==> config.mk <==
export PLATFORM = sky130hd
export DESIGN_NAME = dds_key_param_ctrl
export DESIGN_NICKNAME = d
export VERILOG_FILES = /design/src/rtl/dds_key_param_ctrl.sv
export SDC_FILE = /design/constraint.sdc
export NUM_CORES = 1
export LEC_CHECK = 0
export ABC_AREA = 0
export CELL_PAD_IN_SITES_DETAIL_PLACEMENT = 1
export CELL_PAD_IN_SITES_GLOBAL_PLACEMENT = 1
export CORE_MARGIN = 4
export CORE_UTILIZATION = 39
export DETAILED_ROUTE_END_ITERATION = 16
export GPL_TIMING_DRIVEN = 0
export HOLD_SLACK_MARGIN = 0.05
export MAX_ROUTING_LAYER = met4
export PLACE_DENSITY_LB_ADDON = 0.25
export SLEW_MARGIN = 20
export SYNTH_ARGS = -nofsm -noshare
export SYNTH_HDL_FRONTEND = slang
export SYNTH_SLANG_ARGS = --single-unit
==> constraint.sdc <==
create_clock -name Clk -period 4 [get_ports Clk]
set_input_delay 0.8 -clock Clk [delete_from_list [all_inputs] [get_ports Clk]]
set_output_delay 0.8 -clock Clk [all_outputs]
set_load 0.02 [all_outputs]
==> src/rtl/dds_key_param_ctrl.sv <==
// Key-driven parameter controller for the dual-channel DDS datapath.
// Optional auto-repeat on Key[0]/Key[1]: define DDS_KEY_AUTOREPEAT_EN.
module dds_key_param_ctrl #(
    parameter int DEBOUNCE_CNT = 1_000_000,
    parameter int FWORD_BASE   = 85899,
    parameter int FREQ_STEPS   = 8,
    parameter int PWORD_W      = 12,
    parameter int PHASE_STEP   = 256,
    parameter int REPEAT_CNT   = 10_000_000
) (
    input  logic               Clk,
    input  logic               Reset,
    input  logic [3:0]         Key,
    output logic [31:0]        Fword1,
    output logic [31:0]        Fword2,
    output logic [PWORD_W-1:0] Pword1,
    output logic [PWORD_W-1:0] Pword2,
    output logic               Update,
    output logic               Busy
);

    localparam int CW = $clog2(DEBOUNCE_CNT + 1);
    localparam int IW = $clog2(FREQ_STEPS);
    localparam logic [CW-1:0] DB_LAST = CW'(DEBOUNCE_CNT - 1);
    localparam logic [IW-1:0] IDX_LAST = IW'(FREQ_STEPS - 1);
    localparam logic [31:0] FB = 32'(FWORD_BASE);
    localparam logic [PWORD_W-1:0] PSTEP = PWORD_W'(PHASE_STEP);

    if (DEBOUNCE_CNT < 2 || FREQ_STEPS < 2 || REPEAT_CNT < 2) begin : g_param_chk
        $error("dds_key_param_ctrl: counts must be at least 2");
    end

    typedef enum logic [1:0] {REL, PRESS_CHK, PRS, REL_CHK} db_t;
    typedef enum logic [1:0] {IDLE, CALC, COMMIT} st_t;

    logic [3:0]    sync1;
    logic [3:0]    ks;
    db_t           db_st  [4];
    db_t           db_nx  [4];
    logic [CW-1:0] db_cnt [4];
    logic [CW-1:0] db_cnx [4];
    logic [3:0]    db_ev;
    logic [3:0]    ev;

    st_t           st;
    st_t           st_nx;
    logic [3:0]    pend;
    logic [3:0]    pend_nx;
    logic [3:0]    grant;
    logic [3:0]    grant_nx;
    logic [3:0]    clr;

    logic [IW-1:0]      idx1;
    logic [IW-1:0]      idx2;
    logic [IW-1:0]      idx1_sh;
    logic [IW-1:0]      idx2_sh;
    logic [31:0]        f1_sh;
    logic [31:0]        f2_sh;
    logic [PWORD_W-1:0] p2_sh;

    // Synchroniser reads as released while in reset
    always_ff @(posedge Clk) begin
        if (Reset) begin
            sync1 <= '1;
            ks    <= '1;
        end else begin
            sync1 <= Key;
            ks    <= sync1;
        end
    end

    always_comb begin
        for (int i = 0; i < 4; i++) begin
            db_nx[i]  = db_st[i];
            db_cnx[i] = db_cnt[i];
            db_ev[i]  = 1'b0;
            unique case (db_st[i])
                REL: begin
                    if (!ks[i]) begin
                        db_nx[i]  = PRESS_CHK;
                        db_cnx[i] = CW'(1);
                    end
                end
                PRESS_CHK: begin
                    if (ks[i]) begin
                        db_nx[i]  = REL;
                        db_cnx[i] = '0;
                    end else if (db_cnt[i] >= DB_LAST) begin
                        db_nx[i]  = PRS;
                        db_cnx[i] = '0;
                        db_ev[i]  = 1'b1;
                    end else begin
                        db_cnx[i] = db_cnt[i] + 1'b1;
                    end
                end
                PRS: begin
                    if (ks[i]) begin
                        db_nx[i]  = REL_CHK;
                        db_cnx[i] = CW'(1);
                    end
                end
                REL_CHK: begin
                    if (!ks[i]) begin
                        db_nx[i]  = PRS;
                        db_cnx[i] = '0;
                    end else if (db_cnt[i] >= DB_LAST) begin
                        db_nx[i]  = REL;
                        db_cnx[i] = '0;
                    end else begin
                        db_cnx[i] = db_cnt[i] + 1'b1;
                    end
                end
                default: begin
                    db_nx[i]  = REL;
                    db_cnx[i] = '0;
                end
            endcase
        end
    end

    always_ff @(posedge Clk) begin
        for (int i = 0; i < 4; i++) begin
            if (Reset) begin
                db_st[i]  <= REL;
                db_cnt[i] <= '0;
            end else begin
                db_st[i]  <= db_nx[i];
                db_cnt[i] <= db_cnx[i];
            end
        end
    end

`ifdef DDS_KEY_AUTOREPEAT_EN
    localparam int RW = $clog2(REPEAT_CNT + 1);
    localparam logic [RW-1:0] RP_LAST = RW'(REPEAT_CNT - 1);

    logic [RW-1:0] rpt_cnt [2];
    logic [RW-1:0] rpt_nx  [2];
    logic [1:0]    rep_ev;

    // Period counter runs only while the key stays in PRS
    always_comb begin
        for (int i = 0; i < 2; i++) begin
            rpt_nx[i] = '0;
            rep_ev[i] = 1'b0;
            if (db_st[i] == PRS && db_nx[i] == PRS) begin
                if (rpt_cnt[i] == RP_LAST) rep_ev[i] = 1'b1;
                else rpt_nx[i] = rpt_cnt[i] + 1'b1;
            end
        end
    end

    always_ff @(posedge Clk) begin
        for (int i = 0; i < 2; i++) begin
            if (Reset) rpt_cnt[i] <= '0;
            else rpt_cnt[i] <= rpt_nx[i];
        end
    end

    assign ev = db_ev | {2'b00, rep_ev};
`else
    assign ev = db_ev;
`endif

    always_comb begin
        st_nx    = st;
        grant_nx = grant;
        clr      = '0;
        unique case (st)
            IDLE: begin
                if (|pend) begin
                    st_nx = CALC;
                    if (pend[3]) grant_nx = 4'b1000;
                    else if (pend[0]) grant_nx = 4'b0001;
                    else if (pend[1]) grant_nx = 4'b0010;
                    else grant_nx = 4'b0100;
                    clr = grant_nx;
                end
            end
            CALC: begin
                st_nx = COMMIT;
                if (grant[3]) clr = 4'b1111;
            end
            COMMIT: st_nx = IDLE;
            default: st_nx = IDLE;
        endcase
    end

    // A press landing in the same cycle as its clear keeps the bit set
    assign pend_nx = (pend & ~clr) | ev;

    always_comb begin
        idx1_sh = idx1;
        idx2_sh = idx2;
        f1_sh   = Fword1;
        f2_sh   = Fword2;
        p2_sh   = Pword2;
        unique case (1'b1)
            grant[3]: begin
                idx1_sh = '0;
                idx2_sh = '0;
                f1_sh   = FB;
                f2_sh   = FB;
                p2_sh   = '0;
            end
            grant[0]: begin
                idx1_sh = (idx1 == IDX_LAST) ? '0 : idx1 + 1'b1;
                f1_sh   = FB * (32'(idx1_sh) + 32'd1);
            end
            grant[1]: begin
                idx2_sh = (idx2 == IDX_LAST) ? '0 : idx2 + 1'b1;
                f2_sh   = FB * (32'(idx2_sh) + 32'd1);
            end
            grant[2]: p2_sh = Pword2 + PSTEP;
            default: ;
        endcase
    end

    // Shadows are written at the CALC->COMMIT edge so words and Update align
    always_ff @(posedge Clk) begin
        if (Reset) begin
            st     <= IDLE;
            pend   <= '0;
            grant  <= '0;
            idx1   <= '0;
            idx2   <= '0;
            Fword1 <= FB;
            Fword2 <= FB;
            Pword2 <= '0;
        end else begin
            st    <= st_nx;
            pend  <= pend_nx;
            grant <= grant_nx;
            if (st == CALC) begin
                idx1   <= idx1_sh;
                idx2   <= idx2_sh;
                Fword1 <= f1_sh;
                Fword2 <= f2_sh;
                Pword2 <= p2_sh;
            end
        end
    end

    assign Pword1 = '0;
    assign Update = (st == COMMIT) && !Reset;
    assign Busy   = (st != IDLE);

endmodule

* After elaboration in Yosys (flattened, before gate mapping)
Memories as Yosys holds them, arrays and structs flattened. Cells that the tools add are included.
Cells by class: add/subtract/negate cells 9, multipliers 2, order comparisons 4, eq/ne operators 17, mux-type cells 90, bitwise gates (word level) 11, reduce and logical (&&, ||, !) cells 16
Operator list (count):
- $mux W20 | 24
- $pmux W20 S4 | 4
- $pmux W32 S2 | 2
- $add A20 B1 Y20 const B | 4
- $ge A20 B20 Y1 const B | 4
- $mux W2 | 29
- $mul A17 B4 Y21 const A | 2
- $pmux W2 S4 | 4
- $pmux W12 S2 | 1
- $eq A2 B2 Y1 const B | 9
- $mux W1 | 15
- $add A12 B9 Y12 const B | 1
- $mux W3 | 4
- $mux W4 | 3
- $pmux W3 S2 | 2
- $eq A2 B1 Y1 const B | 5
- $logic_not A2 Y1 | 5
- $add A3 B1 Y4 const B | 2
- $or A1 B1 Y1 | 8
- $pmux W4 S2 | 1
- $reduce_and A2 Y1 | 4
- $reduce_bool A2 Y1 | 4
- $add A3 B1 Y3 const B | 2
- $eq A3 B3 Y1 const B | 2
- 8 further kinds | 8
Word-level totals: bits in registers 100, bits in writable memories 88, output and inout bits 90, logic and storage cells 161, memories 2
Memory list:
- db_cnt | depth 4, bits a word 20, rd ports 4, clocked after Yosys merged registers in 0, wr ports 4, line 40 | logic [CW-1:0] db_cnt [4];
- db_st | depth 4, bits a word 2, rd ports 4, clocked after Yosys merged registers in 0, wr ports 4, line 38 | db_t db_st [4];

* Depth between registers and ports, before layout
Gate-level depths: netlist of the first run.
word-level depth 8, gate-level depth with buffers 18, mapped depth without buffers 17

* Least setup slack after synthesis of the first run
Ideal clock, no wire load.
path type register to register, from reg idx1[0], to reg Fword1[19], library setup time 0.070 ns, arrival 4.182 ns, required time 3.930 ns, slack -0.252 ns, stages on the path, launching flop included 19, path buffers 1, period minus slack after synthesis 4.252 ns, path through dfxtp_1 ha_1 ha_1 nor2_1 inv_1 ha_1 clkbuf_1 xor2_1 inv_1 fa_1 inv_1 ha_1 a31o_2 nor3_1 nor2_1 o41ai_1 xnor2_1 nand2_1 a21oi_1
Between the ends: cells in the longest elaborated chain, start to end 5, elaborated cells on any way between the ends 6, those cells by class add/sub (2); mul (1); eq/ne (1); mux (2)
Ends and longest elaborated chain:
- start, declared | line 53 | logic [IW-1:0] idx1;
- start signal, assigned | line 235 | idx1 <= idx1_sh;
- $add A3 B1 Y3 or $eq A3 B3 Y1 (tied branches) | line 207 | idx1_sh = (idx1 == IDX_LAST) ? '0 : idx1 + 1'b1;
- $mux W3 * | line 207
- $add A3 B1 Y4 * | line 208 | f1_sh = FB * (32'(idx1_sh) + 32'd1);
- $mul A17 B4 Y21 * | line 208
- $pmux W32 S2 * | line 198 | unique case (1'b1)
- end signal, assigned | line 237 | Fword1 <= f1_sh;
- end, declared | line 14 | output logic [31:0] Fword1,
Mark *: on every way between the ends. The rest lies on a longest branch, timed or not. The select of a mux whose other input is x is not followed. A chain may end at the register's enable or synchronous reset.

* Worst setup path after layout of the first run
from reg idx1[0], to reg Fword1[14]
The elaborated chain is that of the path after synthesis.

==> key figures, run 1 <==
Route
  • DRC violations left: 0
  • WL met3: 807 um
  • Vias: around 8500
  • Routed len/inst: approximately 17 um
  • Initial DRC Count: between 400 and 500
  • Met1 wire length: 11.99 mm
  • 1st-pass router iterations: 4
  • DR WL met2: 12.80 mm
  • Detail Route Antenna Nets: 0
  • Top sig layer: met4
  • Final WL: around 26 mm
  • Vias per cell: 5.537

Power
  • Max IR drop VDD: 0.1820 mV
  • Total Power: 0.003581 W
  • PwrDens: 328.3 nW/um2
  • Static Leakage: 4.189 nW

Yosys
  • Asr flop ratio synth: 0%
  • Ys flop type: dfxtp_1
  • Synth cell types: just over 70
  • #FFs+latches synth: 154
  • Most area-consuming cells after synthesis: dfxtp_1 (35%), ha_1 (7.3%), o21ai_0 (7.2%)
  • Dominant cell type by area after synthesis: dfxtp_1
  • Fraction of synthesized cell area taken by the top area cell type: 34.74%
  • Mean Syn Cell Area: 8.024 um2
  • Synth Instances: 1106
  • Post-synth EDFFs: 0
  • Sequential share of the synthesized area: 34.74%
  • Ys Warns: 0
  • Commonest cells post-synth: dfxtp_1 (154), o21ai_0 (127), nand2_1 (125), nor2_1 (85), nand3_1 (59)
  • Post-Syn Area: 8875 um2
  • Count leader, synth: dfxtp_1

Floorplanning
  • Die Y: ~160 um
  • Die width: 158.9 um
  • Num rows: 54
  • Core area: 22090 um2
  • Die Area: ~25000 um2
  • I/O pins: 96
  • Starting Density: 40.17%

Placement
  • HPWL Detailed: 18.45 mm
  • Global placer's final weighted congestion: between 0.8 and 0.9
  • Placed cell count: 1480
  • Port Buf Inserts: 53

Final layout
  • # diodes: 0
  • Final #Nets: 1297
  • Syn-to-layout area delta: 22.91%
  • Fraction of layout cells with a size suffix above 1: 13.23%
  • Non-filler cells, final: 1527

Clock network
  • Clock transition at the registers of the reported paths: 0.06 ns
  • CTS tree: yes
  • Clk root buf: clkbuf_16
  • Maximum buffer depth of the clock tree: 2
  • Num CTS Buffers: 17
  • Clock Latency Late Sink: 0.42 ns
  • H-tree levels: 4
  • Clock Sinks: 154

Timing
  • Tcrit/Tclk final: a little under 100%
  • Max frequency: about 0.26 GHz
  • Final Setup Violations: 0
  • Pins Over Slew Limit: 0
  • Slew @ Worst Pin: just under 0.9 ns
  • Setup Skew: 0.005540 ns
  • Fin. Hold Viols: 0
  • Final min period: 3.885 ns
  • Slew HR: between 40% and 50%

Global routing
  • Total gr overflow: 0
  • Largest net degree at the start of global routing: 17
  • Tot GR Track Use: 20.76%
  • Vias in the first global route: 8648
  • Initial antenna violation count: 0
  • First-pass GRT wire length: 43.07 mm

Setup path
  • Critical path endpoint category: flop
  • WP data arrival: 4.20 ns
  • Critical path class: reg -> reg
  • CP startpoint kind: flop
  • CP Cell Sequence: ha_2, ha_4, nor2_4, buf_4, and3_4, ha_4, xor2_2, inv_2, fa_1, inv_1, ha_1, a21oi_1, a21boi_0, o21bai_1, nor2_1, xor2_1, a21oi_1, a211o_1
  • Crit path max fanout: 6
  • Worst path required time: 4.31 ns
  • Slowest-stage cell, CP: fa_1
  • Max incr delay on CP: about 0.47 ns

Min path
  • HP Class: reg -> reg

Flow run
  • Max-cap viol count: 0

Outcome
  • Outcome: finished, final reports clean
-- cell type report --
cell class | count | area, um2
clock buffer | 22 | 464.2
buffer | 83 | 504.2
timing repair buffer | 73 | 680.7
fill | 2670 | 11190
multi-input combinational | 869 | 5527
inverter | 37 | 145.1
sequential | 154 | 3092
tap | 280 | 350.3
clock inverter | 9 | 145.1
-- report_power, final --
| group | total (W) | switching (W) | internal (W) |
|---|---|---|---|
| combinational | 0.000304 | 0.000207 | 0.0000979 |
| sequential | 0.00158 | 0.0000267 | 0.00156 |
| clock | 0.00169 | 0.000625 | 0.00107 |
-- logic make-up after synthesis --
| kind of cell | count (synthesis) | share of synthesized area, % |
|---|---|---|
| simple gates | 405 | 22.08 |
| mux | 2 | 0.2256 |
| xor+xnor | 55 | 5.513 |
| fa+ha+maj | 56 | 8.233 |
| flops | 154 | 34.74 |
| compound gates | 309 | 21.91 |
| other cells | 1 | 0.04225 |
| buf+inv | 124 | 7.261 |
-- state kept, by name, indices dropped and copies added (netlist names) --
name / flops
pend: 4
db_cnt: 80
db_st: 8
Fword1: 19
sync1: 4
Fword2: 19
grant: 4
idx1: 3
idx2: 3
Pword2: 4
st: 2
ks: 4
-- through the flow --
step	instance area (um2)	hold WS [ns]	setup WS [ns]	util, %	setup TNS (ns)
after global routing	10910	0.4200	-0.08558	49.37	-0.1667
final	10910	0.4121	0.1148	49.37	0
after floorplan	9041	0.3895	0.0002398	-	0
after global placement	9922	0.3929	-0.6446	44.91	-5.933
after detailed placement	9922	0.3981	-0.7384	44.91	-7.289
after CTS	10710	0.4122	0.0004270	48.46	0
-- layer usage --
layer	track usage, %	vias up
met3	3.681	45
met5	-	-
li1	-	4131
met4	6.706	0
met1	25.23	4139
met2	35.15	140
-- layout by cell type, fill, tap and decap left out, types with 18 or more instances in the layout --
cell	instances
and3_1	24
buf_4	66
xnor2_1	20
a21oi_1	46
nor2b_1	27
nor2_1	82
o31ai_1	18
xor2_1	32
clkdlybuf4s50_1	53
inv_1	32
nand3_1	59
nand2_1	125
dfxtp_1	151
clkbuf_1	29
o21ai_0	127
ha_1	41
conb_1	42
-- what timing repair did --
action,4_1_cts,5_1_grt
setup endpoints to repair,15,11
pin swaps,10,13
setup buffers,7,13
gates resized for setup,31,23
hold buffers,0,0
-- worst max-delay path: cells and delay by family, from the launching register on --
kind	cells	cell delay, ns
AND/OR/NAND/NOR	3	0.51
adder cells (fa/ha/maj)	5	1.41
AO/OA/AOI/OAI	5	0.80
buffers and inverters	3	0.25
XOR/XNOR	2	0.43
flip-flops	1	0.36
-- final timing paths --
path                                                end                  from  slack (ns)  cells past startpoint
worst min-delay path                   ks[1]$_SDFF_PP1_   sync1[1]$_SDFF_PP1_        0.41                      1
worst max-delay path            Fword1[14]$_SDFFE_PP1P_  idx1[0]$_SDFFE_PP0P_        0.11                     18
worst min register to register         ks[1]$_SDFF_PP1_   sync1[1]$_SDFF_PP1_        0.41                      1
worst max register to register  Fword1[14]$_SDFFE_PP1P_  idx1[0]$_SDFFE_PP0P_        0.11                     18
Power figures use the tool's default switching activity.
==> run 2, diff against run 1 <==
--- a/config.mk
+++ b/config.mk
@@ -8,8 +8,7 @@
 export ABC_AREA = 0
 export CELL_PAD_IN_SITES_DETAIL_PLACEMENT = 1
 export CELL_PAD_IN_SITES_GLOBAL_PLACEMENT = 1
-export CORE_MARGIN = 4
-export CORE_UTILIZATION = 39
+export CORE_UTILIZATION = 46
 export DETAILED_ROUTE_END_ITERATION = 16
 export GPL_TIMING_DRIVEN = 0
 export HOLD_SLACK_MARGIN = 0.05
==> constraint.sdc (replaced) <==
create_clock -name Clk -period 5.02 [get_ports Clk]
set_input_delay 0.753 -clock Clk [delete_from_list [all_inputs] [get_ports Clk]]
set_output_delay 0.753 -clock Clk [all_outputs]
set_load 0.02 [all_outputs]
==> run 2 against run 1 <==
Against the previous run: design area is 4.1% lower; hold slack lost 0.00063 ns; non-clock buffer count down 18; critical path depth is the same; global-route usage is 6.1 points higher; core utilization grew 6.2 points; clock skew rose by 0.0057 ns; worst setup slack better by 0.20 ns; critical endpoint is now Fword2[16]$_SDFFE_PP1P_; sequential power decreased by 20%; via count is 0.96% lower.
==> key figures, run 2 (synthesized netlist as in run 1, its figures left out) <==
Placement
  • Global placer's final weighted congestion: between 0.8 and 0.9
  • Port Buf Inserts: between 50 and 60
  • HPWL Detailed: 18.06 mm
  • DP Worst Slack: -0.1021 ns

Floorplanning
  • Starting Density: 47.13%
  • Die width: 140.9 um
  • I/O pins: 96
  • Core area: about 19000 um2
  • Die Y: about 140 um
  • Die Area: 19850 um2
  • Num rows: 50

Power
  • Clk network pwr share: 45.8%
  • Int Power: 0.002061 W
  • Max IR drop VDD: 0.2341 mV
  • Sequential Power Share: 45.4%
  • Sw Share: between 20% and 30%
  • Total Power: 0.002780 W
  • Psw: 0.0007190 W
  • Comb pwr share: 8.8%
  • PwrDens: 265.8 nW/um2
  • Static Leakage: 4.058 nW

Clock network
  • Clock Sinks: 154
  • Clk root buf: clkbuf_16
  • Clock Latency Late Sink: 0.43 ns
  • Num CTS Buffers: 17
  • H-tree levels: 4
  • Clock transition at the registers of the reported paths: ~0.070 ns
  • Maximum buffer depth of the clock tree: 2
  • CTS tree: yes
  • Post-CTS setup buffer count: 0

Min path
  • HP Class: reg -> reg

Global routing
  • Vias in the first global route: approximately 8600
  • Tot GR Track Use: 26.90%
  • Largest net degree at the start of global routing: 17
  • Initial antenna violation count: 0
  • First-pass GRT wire length: 41.77 mm
  • Total gr overflow: 0

Route
  • DRC violations left: 0
  • Vias per cell: 5.620
  • Initial DRC Count: 297
  • 1st-pass router iterations: 4
  • Detail Route Antenna Nets: 0
  • Final WL: 25.28 mm
  • Vias: 8374
  • Routed len/inst: around 17 um

Flow run
  • Max-cap viol count: 0

Timing
  • Slew @ Worst Pin: 0.8468 ns
  • Tcrit/Tclk final: 93.77%
  • Max frequency: 0.2124 GHz
  • Pins Over Slew Limit: 0
  • Slew HR: ~43%
  • Setup Skew: 0.01122 ns
  • Final worst slack: roughly 0.31 ns
  • RSZ-0062 raised after global routing: yes
  • Final min period: 4.707 ns
  • Fin. Hold Viols: 0
  • Final Setup Violations: 0

Setup path
  • Max incr delay on CP: just over 0.5 ns
  • Slowest-stage cell, CP: fa_1
  • Critical path class: reg -> reg
  • WP data arrival: 4.99 ns
  • CP Cell Sequence: ha_1, ha_1, nor2_4, and3_1, ha_1, clkbuf_1, xor2_1, inv_1, fa_1, inv_1, ha_1, a31o_2, a21oi_1, o211ai_1, a221oi_1, nor2b_1, xnor2_1, a31oi_1
  • CP startpoint kind: flop
  • Critical path endpoint category: flop
  • Worst path required time: 5.30 ns
  • Crit path max fanout: 8
  • Cell mode on critical path: ha_1

Final layout
  • Syn-to-layout area delta: 17.88%
  • # diodes: 0
  • Max FFs per register: 80
  • Most frequent cells in the layout: dfxtp_1 (154), o21ai_0 (127), nand2_1 (125)
  • Commonest non-fill, non-tap cell in the layout: dfxtp_1
  • Final #Nets: 1279
  • Largest regs: db_cnt x80, Fword1 x19, Fword2 x19
  • Fraction of layout cells with a size suffix above 1: ~8.9%
  • Largest Register: db_cnt

Outcome
  • Outcome: finished, final reports clean
[run 2: changes by cell type in the layout (fill, tap and decap cells not counted), sizes merged]
cell	delta
inv	+1
clkinvlp	+2
clkinv	+2
bufinv	-2
clkbuf	+1
buf	-21
[run 2: through the flow]
step	TNS (ns)	area, um2	hold WS [ns]	util, %	cells
floorplan	0	9029	0.3895	-	1147
global placement	-0.02210	9884	0.3934	52.49	1460
detailed placement	-0.1288	9884	0.3952	52.49	1460
global route	-0.04615	10460	0.4248	55.55	1490
finish	0	10460	0.4114	55.55	1490
CTS	0	10460	0.4103	55.55	1492
[run 2: final cells by class]
class / count / area [um2]
Timing Repair Buffer: 53 / 530.5
Sequential cell: 154 / 3083
Clock buffer: 20 / 446.7
Fill cell: 2336 / 8369
Multi-Input combinational cell: 869 / 5314
Tap cell: 260 / 325.3
Clock inverter: 12 / 125.1
Buffer: 85 / 498.0
Inverter: 37 / 138.9
[run 2: final timing paths]
check | end | cells after the start | from | slack, ns
worst min-delay path | ks[1]$_SDFF_PP1_ | 1 | sync1[1]$_SDFF_PP1_ | 0.41
worst max-delay path | Fword2[16]$_SDFFE_PP1P_ | 18 | idx2[0]$_SDFFE_PP0P_ | 0.31
worst min register to register | ks[1]$_SDFF_PP1_ | 1 | sync1[1]$_SDFF_PP1_ | 0.41
worst max register to register | Fword2[16]$_SDFFE_PP1P_ | 18 | idx2[0]$_SDFFE_PP0P_ | 0.31
[run 2: repair_timing]
| item | CTS | global route |
|---|---|---|
| setup endpoints to repair | 6 | 9 |
| hold endpoints to repair | 0 | 0 |
| resized for setup | 2 | 2 |
| hold buffers | 0 | 0 |
[run 2: worst max-delay path: cells and delay by family (launching register included)]
family,cells,cell delay [ns]
adders and majority gates,5,1.61
AOI/OAI and AO/OA,5,1.08
buffers and inverters,3,0.45
DFF,1,0.50
and+or+nand+nor,3,0.50
xor gates and xnor gates,2,0.41
[run 2: power groups by stage]
stage / Sequential, W / Clock, W / Combinational [W]
after floorplan: 0.00128 / 0 / 0.000181
after global placement: 0.00129 / 0 / 0.000235
after detailed placement: 0.00129 / 0 / 0.000240
after CTS: 0.00126 / 0.00129 / 0.000245
after global routing: 0.00126 / 0.00135 / 0.000269
final: 0.00126 / 0.00127 / 0.000246
[run 2: metal layers]
metal | share of wire [%] | vias to the layer above | track usage (%)
met4 | 1.9 | 0 | 9.039
met5 | 0 | - | -
met2 | 49 | 159 | 45.30
li1 | - | 4086 | -
met3 | 4.1 | 41 | 5.673
met1 | 45 | 4088 | 31.86
==> run 3, diff against run 2 <==
--- a/config.mk
+++ b/config.mk
@@ -10,10 +10,12 @@
 export CELL_PAD_IN_SITES_GLOBAL_PLACEMENT = 1
 export CORE_UTILIZATION = 46
 export DETAILED_ROUTE_END_ITERATION = 16
+export GPL_ROUTABILITY_DRIVEN = 0
 export GPL_TIMING_DRIVEN = 0
 export HOLD_SLACK_MARGIN = 0.05
 export MAX_ROUTING_LAYER = met4
 export PLACE_DENSITY_LB_ADDON = 0.25
+export SKIP_CTS_REPAIR_TIMING = 1
 export SLEW_MARGIN = 20
 export SYNTH_ARGS = -nofsm -noshare
 export SYNTH_HDL_FRONTEND = slang
==> run 3 against run 2 <==
Against the previous run: register-to-register slack better by 0.04 ns; routed wire length increased by 0.23%; highest routed layer unchanged; largest power group unchanged; core utilization is essentially flat; first-iteration DRC count decreased by 13%; critical path type unchanged; critical endpoint is now Fword1[19]$_SDFFE_PP0P_; critical path depth down 1; flip-flop and latch count did not move; sequential share of layout area is essentially flat.
==> key figures, run 3 (synthesized netlist as in run 1, its figures left out) <==
Floorplanning
  • Num rows: 50
  • Core area: 18830 um2
  • I/O pins: 96
  • Die Area: between 15000 and 20000 um2
  • Starting Density: 47.13%
  • Die width: 140.9 um
  • Die Y: 140.9 um

Timing
  • Setup Skew: a little over 0.01 ns
  • RSZ-0062 raised after global routing: no
  • Max frequency: 0.2141 GHz
  • Fin. Hold Viols: 0
  • Slew HR: 42.69%
  • Final min period: 4.670 ns
  • Final worst slack: 0.3502 ns
  • Final Setup Violations: 0
  • Pins Over Slew Limit: 0
  • Slew @ Worst Pin: roughly 0.85 ns
  • Tcrit/Tclk final: 93.02%

Setup path
  • Worst r2r path cells: 17
  • Setup crit start: idx1[0]$_SDFFE_PP0P_
  • Critical path class: reg -> reg
  • CP startpoint kind: flop
  • Worst path required time: approximately 5.4 ns
  • Critical path endpoint category: flop
  • Crit path capture: Fword1[19]$_SDFFE_PP0P_
  • Crit path max fanout: 11
  • Reg2Reg Setup Slack: 0.35 ns
  • RR Startpoint: idx1[0]$_SDFFE_PP0P_
  • RR Endpoint: Fword1[19]$_SDFFE_PP0P_
  • WP data arrival: approximately 5 ns

Placement
  • HPWL Detailed: approximately 18 mm
  • Placed cell count: 1460
  • Port Buf Inserts: 53
  • Placed Instance Area: a little under 10000 um2
  • DP Worst Slack: -0.1021 ns

Clock network
  • Clk root buf: clkbuf_16
  • CTS tree: yes
  • H-tree levels: 4
  • Clock transition at the registers of the reported paths: 0.06 ns
  • Clock Sinks: 154
  • Maximum buffer depth of the clock tree: 2
  • Num CTS Buffers: 17
  • Clock Latency Late Sink: between 0.4 and 0.5 ns

Route
  • Initial DRC Count: 257
  • Routed len/inst: around 17 um
  • 1st-pass router iterations: 5
  • Detail Route Antenna Nets: 0
  • Final WL: roughly 25 mm
  • Vias per cell: 5.622
  • Vias: 8371
  • DRC violations left: 0

Final layout
  • Fillers: 2337
  • Most frequent cells in the layout: dfxtp_1 (154), o21ai_0 (127), nand2_1 (125)
  • FF/Latch Area: about 3100 um2
  • Largest Register: db_cnt
  • Syn-to-layout area delta: 17.83%
  • Non-filler cells, final: about 1500
  • Fraction of layout cells with a size suffix above 1: 8.950%
  • Max FFs per register: 80
  • Final #Nets: 1278
  • # diodes: 0
  • Multi-input logic area: 5314 um2
  • Largest regs: db_cnt x80, Fword1 x19, Fword2 x19
  • Util after Layout: 55.53%
  • Layout Cell Area excl Fill: 10460 um2
  • Commonest non-fill, non-tap cell in the layout: dfxtp_1

Global routing
  • Largest net degree at the start of global routing: 17
  • First-pass GRT wire length: roughly 42 mm
  • Tot GR Track Use: 26.89%
  • Initial antenna violation count: 0
  • Vias in the first global route: 8548
  • Total gr overflow: 0

Power
  • Static Leakage: 4.056 nW
  • Max IR drop VDD: between 0.2 and 0.25 mV
  • PwrDens: 265.8 nW/um2
  • Total Power: approximately 0.0028 W

Outcome
  • Outcome: finished, final reports clean

Flow run
  • Max-cap viol count: 0

Min path
  • HP Class: reg -> reg
-- run 3: cell count changes in the layout (fill, tap and decap cells not counted), sizes merged --
cell    previous run  this run
clkbuf            51        50
-- run 3: through the flow --
stage               setup TNS, ns  hold WS, ns
global route                    0       0.4248
global placement         -0.02210       0.3934
CTS                       -0.4632       0.4103
detailed placement        -0.1288       0.3952
floorplan                       0       0.3895
finish                          0       0.4097
-- run 3: worst max-delay path, cell delays in order, from the launching register on --
cell     delay [ns]
dfxtp_1        0.38
ha_1           0.22
ha_1           0.22
nor2_2         0.37
inv_1          0.29
ha_2           0.55
xor2_1         0.22
inv_1          0.12
fa_1           0.50
inv_1          0.05
ha_1           0.35
a31o_2         0.28
nor3_1         0.14
nor2_1         0.09
o41ai_1        0.44
xnor2_1        0.18
nand2_1        0.08
a21oi_1        0.14
-- run 3: worst min-delay path by stage --
stage	to	slack, ns	start	depth (start not counted)
5_1_grt	ks[0]$_SDFF_PP1_	0.42	sync1[0]$_SDFF_PP1_	1
3_5_place_dp	ks[1]$_SDFF_PP1_	0.40	sync1[1]$_SDFF_PP1_	1
2_1_floorplan	ks[0]$_SDFF_PP1_	0.39	sync1[0]$_SDFF_PP1_	1
4_1_cts	ks[1]$_SDFF_PP1_	0.41	sync1[1]$_SDFF_PP1_	1
3_3_place_gp	ks[0]$_SDFF_PP1_	0.39	sync1[0]$_SDFF_PP1_	1
6_report	ks[1]$_SDFF_PP1_	0.41	sync1[1]$_SDFF_PP1_	1
-- run 3: report_power, final --
part / internal (W) / switching (W) / leakage, nW / total (W)
clock: 0.000742 / 0.000530 / 0.276 / 0.00127
combinational: 0.0000785 / 0.000167 / 2.54 / 0.000246
sequential: 0.00124 / 0.0000211 / 1.24 / 0.00126
-- run 3: area by class of cell --
cell class / instances / area share (%)
buffer: 84 / 4.726
clock buffer: 20 / 4.271
clock inverter: 12 / 1.196
inverter: 37 / 1.328
multi-input combinational: 869 / 50.81
sequential: 154 / 29.48
tap: 260 / 3.111
timing repair buffer: 53 / 5.073
-- run 3: routing by layer --
layer	part of all wire (%)	wire length (um)	GRT usage (%)
met1	46	11540	31.86
met5	0	0	-
met3	4.0	1006	5.707
met2	49	12310	45.27
met4	1.9	478	8.982
